`src/rtl/flow_tick_gen.sv`:
```
// Step-tick generator for an LED flow display: two debounced push buttons
// (run/pause and speed) drive a programmable divider that emits step_tick.
module flow_tick_gen #(
  parameter int DEB_CNT  = 20,
  parameter int BASE_DIV = 4
) (
  input  logic       clk,
  input  logic       rst_n,
  input  logic       key_run_n,
  input  logic       key_speed_n,
  output logic       step_tick,
  output logic       running,
  output logic [1:0] speed_lvl
);

  typedef enum logic [1:0] {
    RELEASED,
    PRESS_WAIT,
    HELD,
    RELEASE_WAIT
  } deb_state_t;

  localparam int DW = (DEB_CNT > 2) ? $clog2(DEB_CNT) : 1;
  localparam int CW = $clog2(8 * BASE_DIV);

  // The sample that leaves RELEASED/HELD is the first of the stable run,
  // so the wait states accept on the (DEB_CNT-1)-th further sample.
  localparam logic [DW-1:0] DEB_LAST = DW'(DEB_CNT - 2);

  logic [1:0] keys_n;
  logic [1:0] press_evt;

  assign keys_n = {key_speed_n, key_run_n};

  for (genvar k = 0; k < 2; k++) begin : g_key
    logic          sync1;
    logic          sync2;
    logic          evt;
    logic [DW-1:0] cnt;
    deb_state_t    state;

    // NOTE: sequential state uses non-blocking assignments so every flop
    // samples the pre-edge values; blocking here would collapse the
    // two-flop synchronizer into a single stage.
    always_ff @(posedge clk or negedge rst_n) begin
      if (!rst_n) begin
        sync1 <= 1'b1;
        sync2 <= 1'b1;
        state <= RELEASED;
        cnt   <= '0;
        evt   <= 1'b0;
      end else begin
        sync1 <= keys_n[k];
        sync2 <= sync1;
        evt   <= 1'b0;
        case (state)
          RELEASED: begin
            if (!sync2) begin
              state <= PRESS_WAIT;
              cnt   <= '0;
            end
          end
          PRESS_WAIT: begin
            if (sync2) begin
              state <= RELEASED;
            end else if (cnt == DEB_LAST) begin
              state <= HELD;
              evt   <= 1'b1;
            end else begin
              cnt <= cnt + DW'(1);
            end
          end
          HELD: begin
            if (sync2) begin
              state <= RELEASE_WAIT;
              cnt   <= '0;
            end
          end
          RELEASE_WAIT: begin
            if (!sync2) begin
              state <= HELD;
            end else if (cnt == DEB_LAST) begin
              state <= RELEASED;
            end else begin
              cnt <= cnt + DW'(1);
            end
          end
          default: state <= RELEASED;
        endcase
      end
    end

    assign press_evt[k] = evt;
  end

  logic          run_evt;
  logic          speed_evt;
  logic [CW-1:0] div_cnt;
  logic [CW:0]   period;
  logic          terminal;

  assign run_evt   = press_evt[0];
  assign speed_evt = press_evt[1];
  assign period    = (CW + 1)'(BASE_DIV) << (2'd3 - speed_lvl);
  // ">=" rather than "==" so a speed-up mid-period wraps instead of overrunning.
  assign terminal  = ({1'b0, div_cnt} >= (period - (CW + 1)'(1)));

  always_ff @(posedge clk or negedge rst_n) begin
    if (!rst_n) begin
      running   <= 1'b1;
      speed_lvl <= 2'd0;
      step_tick <= 1'b0;
      div_cnt   <= '0;
    end else begin
      step_tick <= 1'b0;
      if (run_evt)   running   <= ~running;
      if (speed_evt) speed_lvl <= speed_lvl + 2'd1;

      if (!running || run_evt) begin
        div_cnt <= '0;
      end else if (terminal) begin
        div_cnt <= '0;
        // A speed change landing on terminal count restarts a full new period.
        if (!speed_evt) step_tick <= 1'b1;
      end else begin
        div_cnt <= div_cnt + CW'(1);
      end
    end
  end

endmodule

```
`config.mk`:
```
export PLATFORM = sky130hd
export DESIGN_NAME = flow_tick_gen
export DESIGN_NICKNAME = d
export VERILOG_FILES = /design/src/rtl/flow_tick_gen.sv
export SDC_FILE = /design/constraint.sdc
export NUM_CORES = 1
export LEC_CHECK = 0
export ABC_AREA = 1
export CAP_MARGIN = 20
export CORE_UTILIZATION = 45
export CTS_CLUSTER_DIAMETER = 80
export DETAILED_ROUTE_END_ITERATION = 12
export GPL_TIMING_DRIVEN = 0
export PLACE_DENSITY = 0.7
export SLEW_MARGIN = 30
export SYNTH_ARGS = -nofsm -noshare
export SYNTH_HDL_FRONTEND = slang
export SYNTH_SLANG_ARGS = --single-unit
```
`constraint.sdc`:
```
create_clock -name clk -period 1.4 [get_ports clk]
set_input_delay 0.28 -clock clk [delete_from_list [all_inputs] [get_ports clk]]
set_output_delay 0.28 -clock clk [all_outputs]
set_load 0.1 [all_outputs]
```
==> metrics.md <==
| Metric | Value |
|---|---|
| Area used by multi-input combinational logic | `701 um^2` |
| Area fraction in compound gates after synthesis | `6.12%` |
| Grt total ovfl | `0` |
| Post-Synthesis Cells | `158` |
| Clock tree from TritonCTS | `yes` |
| Library cell appearing most often on the critical path | `sky130_fd_sc_hd__nor2_1` |
| Synthesized net count | `174` |
| Fill cell count | `273` |
| Wire per inst | `10.3 um` |
| Number of violations of the max-capacitance limit | `0` |
| Hold Path End | `g_key[0].sync2` |
| Result of the run | `finished, violations left` |
| Core outline area | `3080 um^2` |
| Final Max Tran Viols | `0` |
| Post-route fraction of the period consumed by the critical path | `120%` |
| Int Power | `1.35 mW` |
| Final TNS setup | `-1.67 ns` |
| Minimum clock period after layout | `1.68 ns` |
| Sequential cell fraction of total power | `53.2%` |
| Relative contribution of combinational cells to total power | `6.7%` |
| Floorplan die area | `3500 um^2` |
| Syn. warnings | `0` |
| Net switching power of the design | `0.357 mW` |
| Cell count of the worst hold path | `0` |
| Area taken by flip-flops and latches | `739 um^2` |
| Count of H-tree levels built during CTS | `2` |
| Drt drc | `0` |
| Worst path setup slack after routing | `-0.283 ns` |
| Post-synthesis share of cell area spent on full adders, half adders and majority gates | `10.2%` |
| Slowest-stage cell, CP | `sky130_fd_sc_hd__dfrtp_4` |
| Worst clock skew | `0.00345 ns` |
| Transition at the pin with the smallest max-transition slack | `0.598 ns` |
| Cell Chain, Critical Path | `ha_4, xor2_2, ha_1, nand2_1, nor2_1, nand3_2, nand3_4, nor2_1` |
| Family with the most delay on the worst path | `flip-flops` |
| Worst Min Path Start | `g_key[0].sync1` |
| # nets final | `191` |
| Total standard cell area after synthesis | `1470 um^2` |
| CP endpoint kind | `flop` |
| Std-Cell Rows | `20` |
| Tightest slew margin relative to the limit | `60.1%` |
| Startpoint-to-endpoint class of the critical path | `flop to flop` |
| Net switching share of the total power | `21.0%` |
| Clk sinks | `29` |
| Share of cells above drive strength 1 | `23.3%` |
| Initial standard-cell utilization of the core | `47.8%` |
| Vias per Instance | `4.80` |
| Number of DRC violations after detailed-routing iteration 0 | `21` |
| Start point of the critical path | `speed_lvl[1]` |
| Total of buffers placed on input and output ports | `7` |
| Worst Setup Start Kind | `flop` |
| Area growth syn-to-layout | `19.5%` |
| CTS Root Buffer Type | `sky130_fd_sc_hd__clkbuf_4` |
| Die X-Extent | `59.2 um` |
| Power per unit of standard cell area | `969 nW/um^2` |
| Arrival time of the worst setup path | `1.88 ns` |
| Pre-CTS WS | `-0.511 ns` |
| Worst hold path class | `flop to flop` |
| RSZ-0062 raised after global routing | `true` |
| Deepest clock path buffer count | `2` |
| Clock network fraction of total power | `40.1%` |
| Post-Synth XOR/XNOR Area | `4.17%` |
| Critical path depth | `8` |
| Most common cell after layout, fill and taps aside | `sky130_fd_sc_hd__nand2_1` |
| RR Endpoint | `div_cnt[3]` |
| Failing checks | `negative setup slack` |
| Post-detailed-placement half-perimeter wirelength | `1750 um` |
| First-pass GRT wire length | `4130 um` |
| Final Hold Violating Endpoints | `0` |
| Pleak | `0.902 nW` |
| Post-synthesis sequential area ratio | `49.7%` |
| Maximum number of pins on one net before global-route repair | `30` |
| R2R setup slack | `-0.28 ns` |
| Combinational family with the most area after synthesis | `simple AND/OR/NAND/NOR gates` |
| Fraction of the mapped netlist area in simple logic gates | `23.4%` |
| Total vias in the final route | `1057` |
| I/O pin count | `8` |
| Most frequent cells in the layout | `sky130_fd_sc_hd__nand2_1 (37), sky130_fd_sc_hd__dfrtp_1 (22), sky130_fd_sc_hd__inv_1 (18), sky130_fd_sc_hd__nor2_1 (11), sky130_fd_sc_hd__nand3_1 (11)` |
| F_max | `0.594 GHz` |
| Synth unique cells | `20` |
| Setup Viol. Count Final | `6` |
| Delay of the slowest cell on the worst path | `0.52 ns` |
| ANT nets after route | `0` |
| IR Drop Worst-Case VDD | `0.863 mV` |
| Final estimated routing congestion in global placement | `0.767` |
| Die outline height | `59.2 um` |
| Via count of the first global-routing pass | `1029` |
| Required time worst endpoint | `1.60 ns` |
| Crit-path max FO | `6` |
| Antenna fix cells | `0` |
| Routed wire length | `2270 um` |
| Clock-pin slew on the worst setup and hold paths | `0.09 ns` |
| Number of buffers and inverters on the critical path | `0` |
| Path depth of the worst reg2reg path | `8` |
| Multiplexer area fraction after synthesis | `0%` |
| GRT Resource Usage Total | `15.9%` |
| Number of antenna violations at the first check in global routing | `0` |
| 1st-pass router iterations | `4` |
| Post-synthesis average cell area | `9.31 um^2` |
| Num CTS Buffers | `5` |
| Flip-flop and latch count after synthesis | `29` |
| Worst-skew pair later-pin latency | `0.30 ns` |
| Worst reg2reg startpoint | `speed_lvl[1]` |
## Yosys cell counts
| master | n | area (um^2) |
|---|---|---|
| sky130_fd_sc_hd__a21o_1 | 1 | 7.51 |
| sky130_fd_sc_hd__buf_6 | 2 | 22.5 |
| sky130_fd_sc_hd__dfrtp_1 | 24 | 601 |
| sky130_fd_sc_hd__dfstp_2 | 5 | 131 |
| sky130_fd_sc_hd__ha_1 | 12 | 150 |
| sky130_fd_sc_hd__inv_1 | 19 | 71.3 |
| sky130_fd_sc_hd__nand2_1 | 37 | 139 |
| sky130_fd_sc_hd__nand2_2 | 2 | 12.5 |
| sky130_fd_sc_hd__nand3_1 | 14 | 70.1 |
| sky130_fd_sc_hd__nand4_1 | 4 | 25.0 |
| sky130_fd_sc_hd__nand4_2 | 2 | 25.0 |
| sky130_fd_sc_hd__nor2_1 | 11 | 41.3 |
| sky130_fd_sc_hd__nor2_2 | 3 | 18.8 |
| sky130_fd_sc_hd__o21ai_0 | 7 | 35.0 |
| sky130_fd_sc_hd__o21ai_1 | 1 | 5.00 |
| sky130_fd_sc_hd__o21ai_2 | 4 | 35.0 |
| sky130_fd_sc_hd__o21bai_1 | 1 | 7.51 |
| sky130_fd_sc_hd__or2_1 | 2 | 12.5 |
| sky130_fd_sc_hd__xnor2_1 | 2 | 17.5 |
| sky130_fd_sc_hd__xor2_1 | 5 | 43.8 |
## worst max path at each step
stage	end	slack (ns)
floorplan	step_tick	-0.39
global placement	speed_lvl[0]	-0.55
detailed placement	running	-0.51
CTS	div_cnt[3]	-0.32
global route	div_cnt[3]	-0.36
finish	div_cnt[3]	-0.28
## cell families after synthesis
family | Yosys count
XOR/XNOR | 7
buffers and inverters | 21
AND/OR/NAND/NOR | 75
AO/OA/AOI/OAI | 14
flip-flops | 29
adder cells (fa/ha/maj) | 12
## worst register-to-register path, stage by stage, from the launching register on
cell,delay [ns]
sky130_fd_sc_hd__dfrtp_4,0.52
sky130_fd_sc_hd__ha_4,0.18
sky130_fd_sc_hd__xor2_2,0.17
sky130_fd_sc_hd__ha_1,0.29
sky130_fd_sc_hd__nand2_1,0.05
sky130_fd_sc_hd__nor2_1,0.10
sky130_fd_sc_hd__nand3_2,0.10
sky130_fd_sc_hd__nand3_4,0.10
sky130_fd_sc_hd__nor2_1,0.06
## repair_timing
action	4_1_cts	5_1_grt
pin swaps	9	0
buffers inserted	1	1
endpoints found under the hold margin	24	0
hold buffers	1	0
setup endpoints to repair	10	8
resized for setup	26	4
## registers in the layout (all words and copies together), names as in the netlist, named ones only
signal	flops
speed_lvl	2
g_key.sync2	2
running	1
g_key.sync1	2
g_key.evt	2
g_key.state	2
div_cnt	5
step_tick	1
g_key.cnt	10
## through the flow
stage	hold WS, ns	power, mW	instances	cell area, um^2	util [%]
floorplan	-0.0156	0.992	158	1510	-
global placement	0.346	1.03	209	1640	53.2
detailed placement	0.331	1.03	209	1630	53.0
CTS	0.358	1.73	219	1740	56.6
global route	0.365	1.79	220	1760	57.1
finish	0.358	1.70	220	1760	57.1
## power groups by stage
stage               Clock, mW  Combinational, mW  Sequential, mW
floorplan                   0             0.0777           0.914
global placement            0              0.109           0.919
finish                  0.683              0.115           0.905
CTS                     0.711              0.116           0.905
global route            0.749              0.133           0.912
detailed placement          0              0.113           0.921
## layer usage
metal  track usage (%)  wire length (um)  vias up
li1                  -                 -      541
met1              17.9               950      503
met2              28.3              1250       11
met3              4.15                47        2
met4              6.80                19        0
met5                 0                 0        -
## cell type report
cell class	instances	area share, %
Timing Repair Buffer	10	4.63
Multi-Input combinational cell	108	39.9
Buffer	2	1.28
Inverter	19	4.20
Tap cell	44	3.13
Sequential cell	29	42.1
Clock buffer	7	3.13
Clock inverter	1	1.71
(Power assumes the default switching activity.)
